[config.mk]
export PLATFORM = sky130hd
export DESIGN_NAME = cla_adder_pipe
export DESIGN_NICKNAME = d
export VERILOG_FILES = /design/src/rtl/cla_pkg.sv /design/src/rtl/cla_block.sv /design/src/rtl/cla_adder_pipe.sv
export SDC_FILE = /design/constraint.sdc
export NUM_CORES = 1
export LEC_CHECK = 0
export ABC_CLOCK_PERIOD_IN_PS = 1600
export CAP_MARGIN = 20
export CORE_MARGIN = 2
export CORE_UTILIZATION = 48
export CTS_CLUSTER_SIZE = 30
export DETAILED_ROUTE_END_ITERATION = 6
export PLACE_DENSITY = 0.73
export SKIP_LAST_GASP = 1
export SLEW_MARGIN = 20
export SYNTH_ARGS = -nofsm -noshare
export SYNTH_HDL_FRONTEND = slang
export SYNTH_SLANG_ARGS = --single-unit
[constraint.sdc]
create_clock -name clk -period 1.6 [get_ports clk]
set_input_delay 0.32 -clock clk [delete_from_list [all_inputs] [get_ports clk]]
set_output_delay 0.32 -clock clk [all_outputs]
set_load 0.05 [all_outputs]
[src/rtl/cla_pkg.sv]
// Shared constants and types for the pipelined carry-lookahead adder.
// Default configuration: 32-bit operands resolved in 8-bit lookahead groups.
package cla_pkg;

  localparam int CLA_WIDTH = 32;
  localparam int CLA_BLOCK = 8;

  // Number of pipeline stages: one lookahead group per stage.
  function automatic int cla_nstage(input int width, input int block);
    return (block < 1) ? 1 : width / block;
  endfunction

  // Stage record layout for the default width. The top declares the same
  // layout locally so it can follow its WIDTH parameter.
  typedef struct packed {
    logic                 valid;
    logic                 carry;
    logic                 ovf;
    logic [CLA_WIDTH-1:0] psum;
    logic [CLA_WIDTH-1:0] a;
    logic [CLA_WIDTH-1:0] b;
  } cla_stage_t;

endpackage

[src/rtl/cla_block.sv]
// One BLOCK-bit carry-lookahead group (purely combinational).
// Every internal carry is expanded from generate/propagate terms and the
// group carry-in, so no carry ripples bit-to-bit inside the group.
module cla_block #(
  parameter int BLOCK = 8
) (
  input  logic [BLOCK-1:0] a_i,
  input  logic [BLOCK-1:0] b_i,
  input  logic             cin_i,
  output logic [BLOCK-1:0] sum_o,
  output logic             cout_o,
  output logic             cmsb_o
);

  logic [BLOCK-1:0] g;
  logic [BLOCK-1:0] p;
  logic [BLOCK:0]   c;

  assign g = a_i & b_i;
  assign p = a_i | b_i;

  // Lookahead carries: c[i+1] = g[i] | p[i]g[i-1] | ... | p[i..0]cin
  always_comb begin
    logic pp;
    c    = '0;
    pp   = 1'b0;
    c[0] = cin_i;
    for (int i = 0; i < BLOCK; i++) begin
      c[i+1] = g[i];
      pp     = p[i];
      for (int j = i - 1; j >= 0; j--) begin
        c[i+1] = c[i+1] | (pp & g[j]);
        pp     = pp & p[j];
      end
      c[i+1] = c[i+1] | (pp & cin_i);
    end
  end

  assign sum_o  = a_i ^ b_i ^ c[BLOCK-1:0];
  assign cout_o = c[BLOCK];
  assign cmsb_o = c[BLOCK-1];

endmodule

[src/rtl/cla_adder_pipe.sv]
// Pipelined carry-lookahead adder: one BLOCK-bit group resolved per stage,
// group carry registered between stages, one result per cycle.
// Optional feature macro: CLA_PIPE_SUB_EN adds the 'sub' port (a - b).
//
// Handshake: a beat is accepted when in_valid && in_ready; a result is
// consumed when out_valid && out_ready. The whole pipeline advances on
// en = !out_valid || out_ready (in_ready = en); when en is low every stage,
// valid bits included, holds. Bubbles are not collapsed.
module cla_adder_pipe
  import cla_pkg::*;
#(
  parameter int WIDTH = CLA_WIDTH,
  parameter int BLOCK = CLA_BLOCK
) (
  input  logic             clk,
  input  logic             rst_n,
  input  logic             in_valid,
  output logic             in_ready,
  input  logic [WIDTH-1:0] a,
  input  logic [WIDTH-1:0] b,
  input  logic             cin,
`ifdef CLA_PIPE_SUB_EN
  input  logic             sub,
`endif
  output logic             out_valid,
  input  logic             out_ready,
  output logic [WIDTH-1:0] sum,
  output logic             cout,
  output logic             ovf
);

  localparam int NSTAGE = cla_nstage(WIDTH, BLOCK);

  if ((BLOCK < 1) || ((WIDTH % BLOCK) != 0)) begin : g_cfg_err
    $fatal(1, "cla_adder_pipe: WIDTH must be a positive multiple of BLOCK");
  end

  // Same field order as cla_pkg::cla_stage_t, sized by WIDTH.
  typedef struct packed {
    logic             valid;
    logic             carry;
    logic             ovf;
    logic [WIDTH-1:0] psum;
    logic [WIDTH-1:0] a;
    logic [WIDTH-1:0] b;
  } stage_t;

  stage_t           st_q [NSTAGE];
  stage_t           st_d [NSTAGE];
  logic             en;
  logic [WIDTH-1:0] b_eff;
  logic             cin_eff;

  // Subtraction only touches stage 0: b is inverted and the carry-in forced
  // to 1, after which the pipeline is an ordinary adder.
`ifdef CLA_PIPE_SUB_EN
  assign b_eff   = sub ? ~b : b;
  assign cin_eff = sub | cin;
`else
  assign b_eff   = b;
  assign cin_eff = cin;
`endif

  for (genvar k = 0; k < NSTAGE; k++) begin : g_stage
    stage_t           src;
    stage_t           nxt;
    logic [BLOCK-1:0] grp_sum;
    logic             grp_cout;
    logic             grp_cmsb;

    if (k == 0) begin : g_first
      assign src = '{valid: in_valid, carry: cin_eff, ovf: 1'b0,
                     psum: '0, a: a, b: b_eff};
    end else begin : g_next
      assign src = st_q[k-1];
    end

    cla_block #(.BLOCK(BLOCK)) u_blk (
      .a_i    (src.a[k*BLOCK +: BLOCK]),
      .b_i    (src.b[k*BLOCK +: BLOCK]),
      .cin_i  (src.carry),
      .sum_o  (grp_sum),
      .cout_o (grp_cout),
      .cmsb_o (grp_cmsb)
    );

    // Insert this group's sum bits and forward its carry; overflow is only
    // meaningful in the last stage, where the group holds the MSB.
    always_comb begin
      nxt                       = src;
      nxt.psum[k*BLOCK +: BLOCK] = grp_sum;
      nxt.carry                 = grp_cout;
      nxt.ovf                   = grp_cmsb ^ grp_cout;
    end

    assign st_d[k] = nxt;
  end

  // Stage registers: cleared on reset, all advance together on en.
  always_ff @(posedge clk or negedge rst_n) begin
    if (!rst_n) begin
      for (int k = 0; k < NSTAGE; k++) st_q[k] <= '0;
    end else if (en) begin
      for (int k = 0; k < NSTAGE; k++) st_q[k] <= st_d[k];
    end
  end

  assign out_valid = st_q[NSTAGE-1].valid;
  assign sum       = st_q[NSTAGE-1].psum;
  assign cout      = st_q[NSTAGE-1].carry;
  assign ovf       = st_q[NSTAGE-1].ovf;
  assign en        = !out_valid || out_ready;
  assign in_ready  = en;

endmodule
==> flow_summary.toml <==
[power]
vdd_drop_max_mv = 0.854
leakage_nw = 5.93
power_w = 0.0236
p_per_area_mw_per_mm2 = 2020

[routing]
dr_wl_met2_microns = 9430
met3_length_microns = 401
vias = 6756
drt_iter0_drc = 316
post_drt_wl_per_cell_microns = 13.1
top_layer_used = "met4"
drc_errors = 0
first_pass_iters = 4
ant_nets = 0
vias_per_cell = 4.85
wl_met1_microns = 7960
wirelength_microns = 18200

[clock_tree]
clock_path_buffers = 2
path_clk_slew_ns = 0.07
clk_latency_ns = 0.42
clock_sink_count = 185
cts_tree = "done"
root_buffer = "clkbuf_16"
cts_buffers = 17
htree_levels = 4

[cells_and_area]
layout_common_cells = "nand2_1 (353), dfrtp_1 (184), buf_4 (90), inv_1 (77), clkdlybuf4s50_1 (60)"
fin_util = 0.648
antennaDiodeCount = 0
n_fill_cell = 1440
instances_no_fill = 1393
drive_above_1_share = 0.189
mostFrequentLayoutCell = "nand2_1"
nets = 1288
synthToLayoutAreaGrowth_pct = 31.3

[timing]
slew_headroom = 0.747
rsz0062_at_grt = "true"
tightestPinTransition_ns = 0.379
slew_viol_final = 0
period_minus_slack_ns = 1.77
finalHoldViolCount = 0
timing.fmax_ghz = 0.566
finalCritPeriodShare = 1.10
worst_clock_skew_ns = 0.00821
setup_violations = 15
setup_ws_ns = -0.166
final.setup.tns_ns = -1.23

[floorplan]
core_sq_mm = 0.0181
rows = 49
dieHeight_microns = 140
die_area_sq_mm = 0.0197
start_util = 0.494
ioPinCount = 105
die_x_microns = 140

[worst_setup_path]
crit_path_max_incr_delay_ns = 0.38
slowest_stage = "a221oi_4"
path_class = "register to register"
crit_chain = "inv_2, ha_4, nand2b_4, a221oi_4, buf_6, o21bai_4, nor3b_2, o31ai_1"
r2r_slack_ns = -0.17
cp-end-kind = "register"
worst_ep_required_time_ns = 1.93
critical_path.top_delay_family = "compound AO/OA/AOI/OAI gates"
critPathLaunchType = "register"
worstPathArrival_ns = 2.10
path_buf_inv = 2
critPathMaxFanout = 4

[logic_synthesis]
netlist_instances = 994
synthFlopType = "dfrtp_1"
synth.avg_cell_area_sq_um = 8.99
yosys_warnings = 0
async_flop_share = 1.00
yosysSeqAreaShare = 0.518
ys_ff_latch = 185
syn_nets = 1131
synthDistinctLibCells = 49
netlist_area_sq_mm = 0.00893
synth_edf_count = 0

[flow_run]
drv_cap = 0

[placement]
post-place-ws_ns = -0.596
dp_hpwl_microns = 12200
portBuffers = 104
placed_cells = 1344
gp_congestion = 0.824

[status]
outcome = "complete, but fails checks"
violations = "setup timing"

[global_route]
track_usage = 0.193
grt_max_degree = 73
first_global_vias = 6742
antenna_found_initial = 0
grt_pass1_wl_microns = 31100
globalRouteOverflowTotal = 0

[hold_path]
hold_class = "input pin to asynchronous set/reset pin"
## per-stage QoR
step                area [sq um]  hold slack (ns)
floorplan                   8980           0.0244
global route               11700            0.409
detailed placement         10700            0.276
CTS                        11500            0.398
global placement           10700            0.283
finish                     11700            0.388
## power breakdown
group / switching (W) / internal [W] / total (W) / leakage (nW)
Combinational: 0.00646 / 0.00490 / 0.0114 / 3.42
Sequential: 0.00114 / 0.00674 / 0.00788 / 2.21
Clock: 0.00182 / 0.00257 / 0.00439 / 0.298
Total: 0.00943 / 0.0142 / 0.0236 / 5.93
## cell families after synthesis
kind of cell | after synthesis | synth area share
AO/OA/AOI/OAI | 147 | 0.105
XOR/XNOR | 17 | 0.0167
adder cells (fa/ha/maj) | 68 | 0.0986
buffers and inverters | 133 | 0.0590
flip-flops | 185 | 0.518
multiplexers | 3 | 0.00336
AND/OR/NAND/NOR | 441 | 0.199
## state kept, by name, summed over array words and instances (netlist names)
signal / count
g_stage.nxt: 147
sum: 32
g_stage.src: 3
cout: 1
out_valid: 1
ovf: 1
## synth_stat cells (4+ instances only)
library cell | number | area share
nor3b_1 | 5 | 0.0042
nor2b_1 | 5 | 0.0035
buf_2 | 13 | 0.0073
nand2_1 | 353 | 0.15
dfrtp_1 | 185 | 0.52
a21oi_1 | 41 | 0.023
clkbuf_1 | 24 | 0.010
fa_1 | 4 | 0.0090
o21bai_1 | 6 | 0.0050
ha_1 | 64 | 0.090
o31ai_1 | 7 | 0.0059
nor3_1 | 4 | 0.0022
a21boi_0 | 4 | 0.0034
xor2_1 | 14 | 0.014
or3_1 | 5 | 0.0035
a21o_1 | 4 | 0.0034
nor2_1 | 48 | 0.020
o21ai_0 | 58 | 0.032
nand3_1 | 6 | 0.0034
inv_1 | 91 | 0.038
## cell type report
class	count	area, sq um	share of cell area
Clock buffer	20	457	0.0389
Clock inverter	12	163	0.0139
Timing Repair inverter	1	8.76	0.000747
Timing Repair Buffer	179	1750	0.149
Sequential cell	185	4630	0.395
Inverter	91	354	0.0302
Multi-Input combinational cell	676	4080	0.348
Tap cell	229	287	0.0244
## final timing paths
path | from | endpoint | cells past startpoint
worst min-delay path | rst_n | sum[14] | 2
worst max register to register | g_stage[1].nxt[40] | g_stage[2].nxt[76] | 8
worst max-delay path | g_stage[1].nxt[40] | g_stage[2].nxt[76] | 8
worst min register to register | g_stage[3].nxt[98] | g_stage[3].nxt[98] | 2
min in group clk | a[23] | g_stage[1].nxt[55] | 3
max in group asynchronous | rst_n | sum[5] | 3
## what timing repair did
action | 4_1_cts | 5_1_grt
hold endpoints to repair | 36 | 0
pin swaps | 23 | 27
gates cloned | 0 | 1
setup endpoints to repair | 19 | 26
gates resized for setup | 42 | 39
setup buffers | 9 | 8
hold buffers | 1 | 0
## routing by layer
| layer | global-route usage | vias up |
|---|---|---|
| li1 | - | 3471 |
| met3 | 0.0287 | 28 |
| met4 | 0.0638 | 0 |
| met5 | 0 | - |
| met2 | 0.354 | 89 |
| met1 | 0.233 | 3168 |
Note: power is estimated with default switching activity, not from simulation.
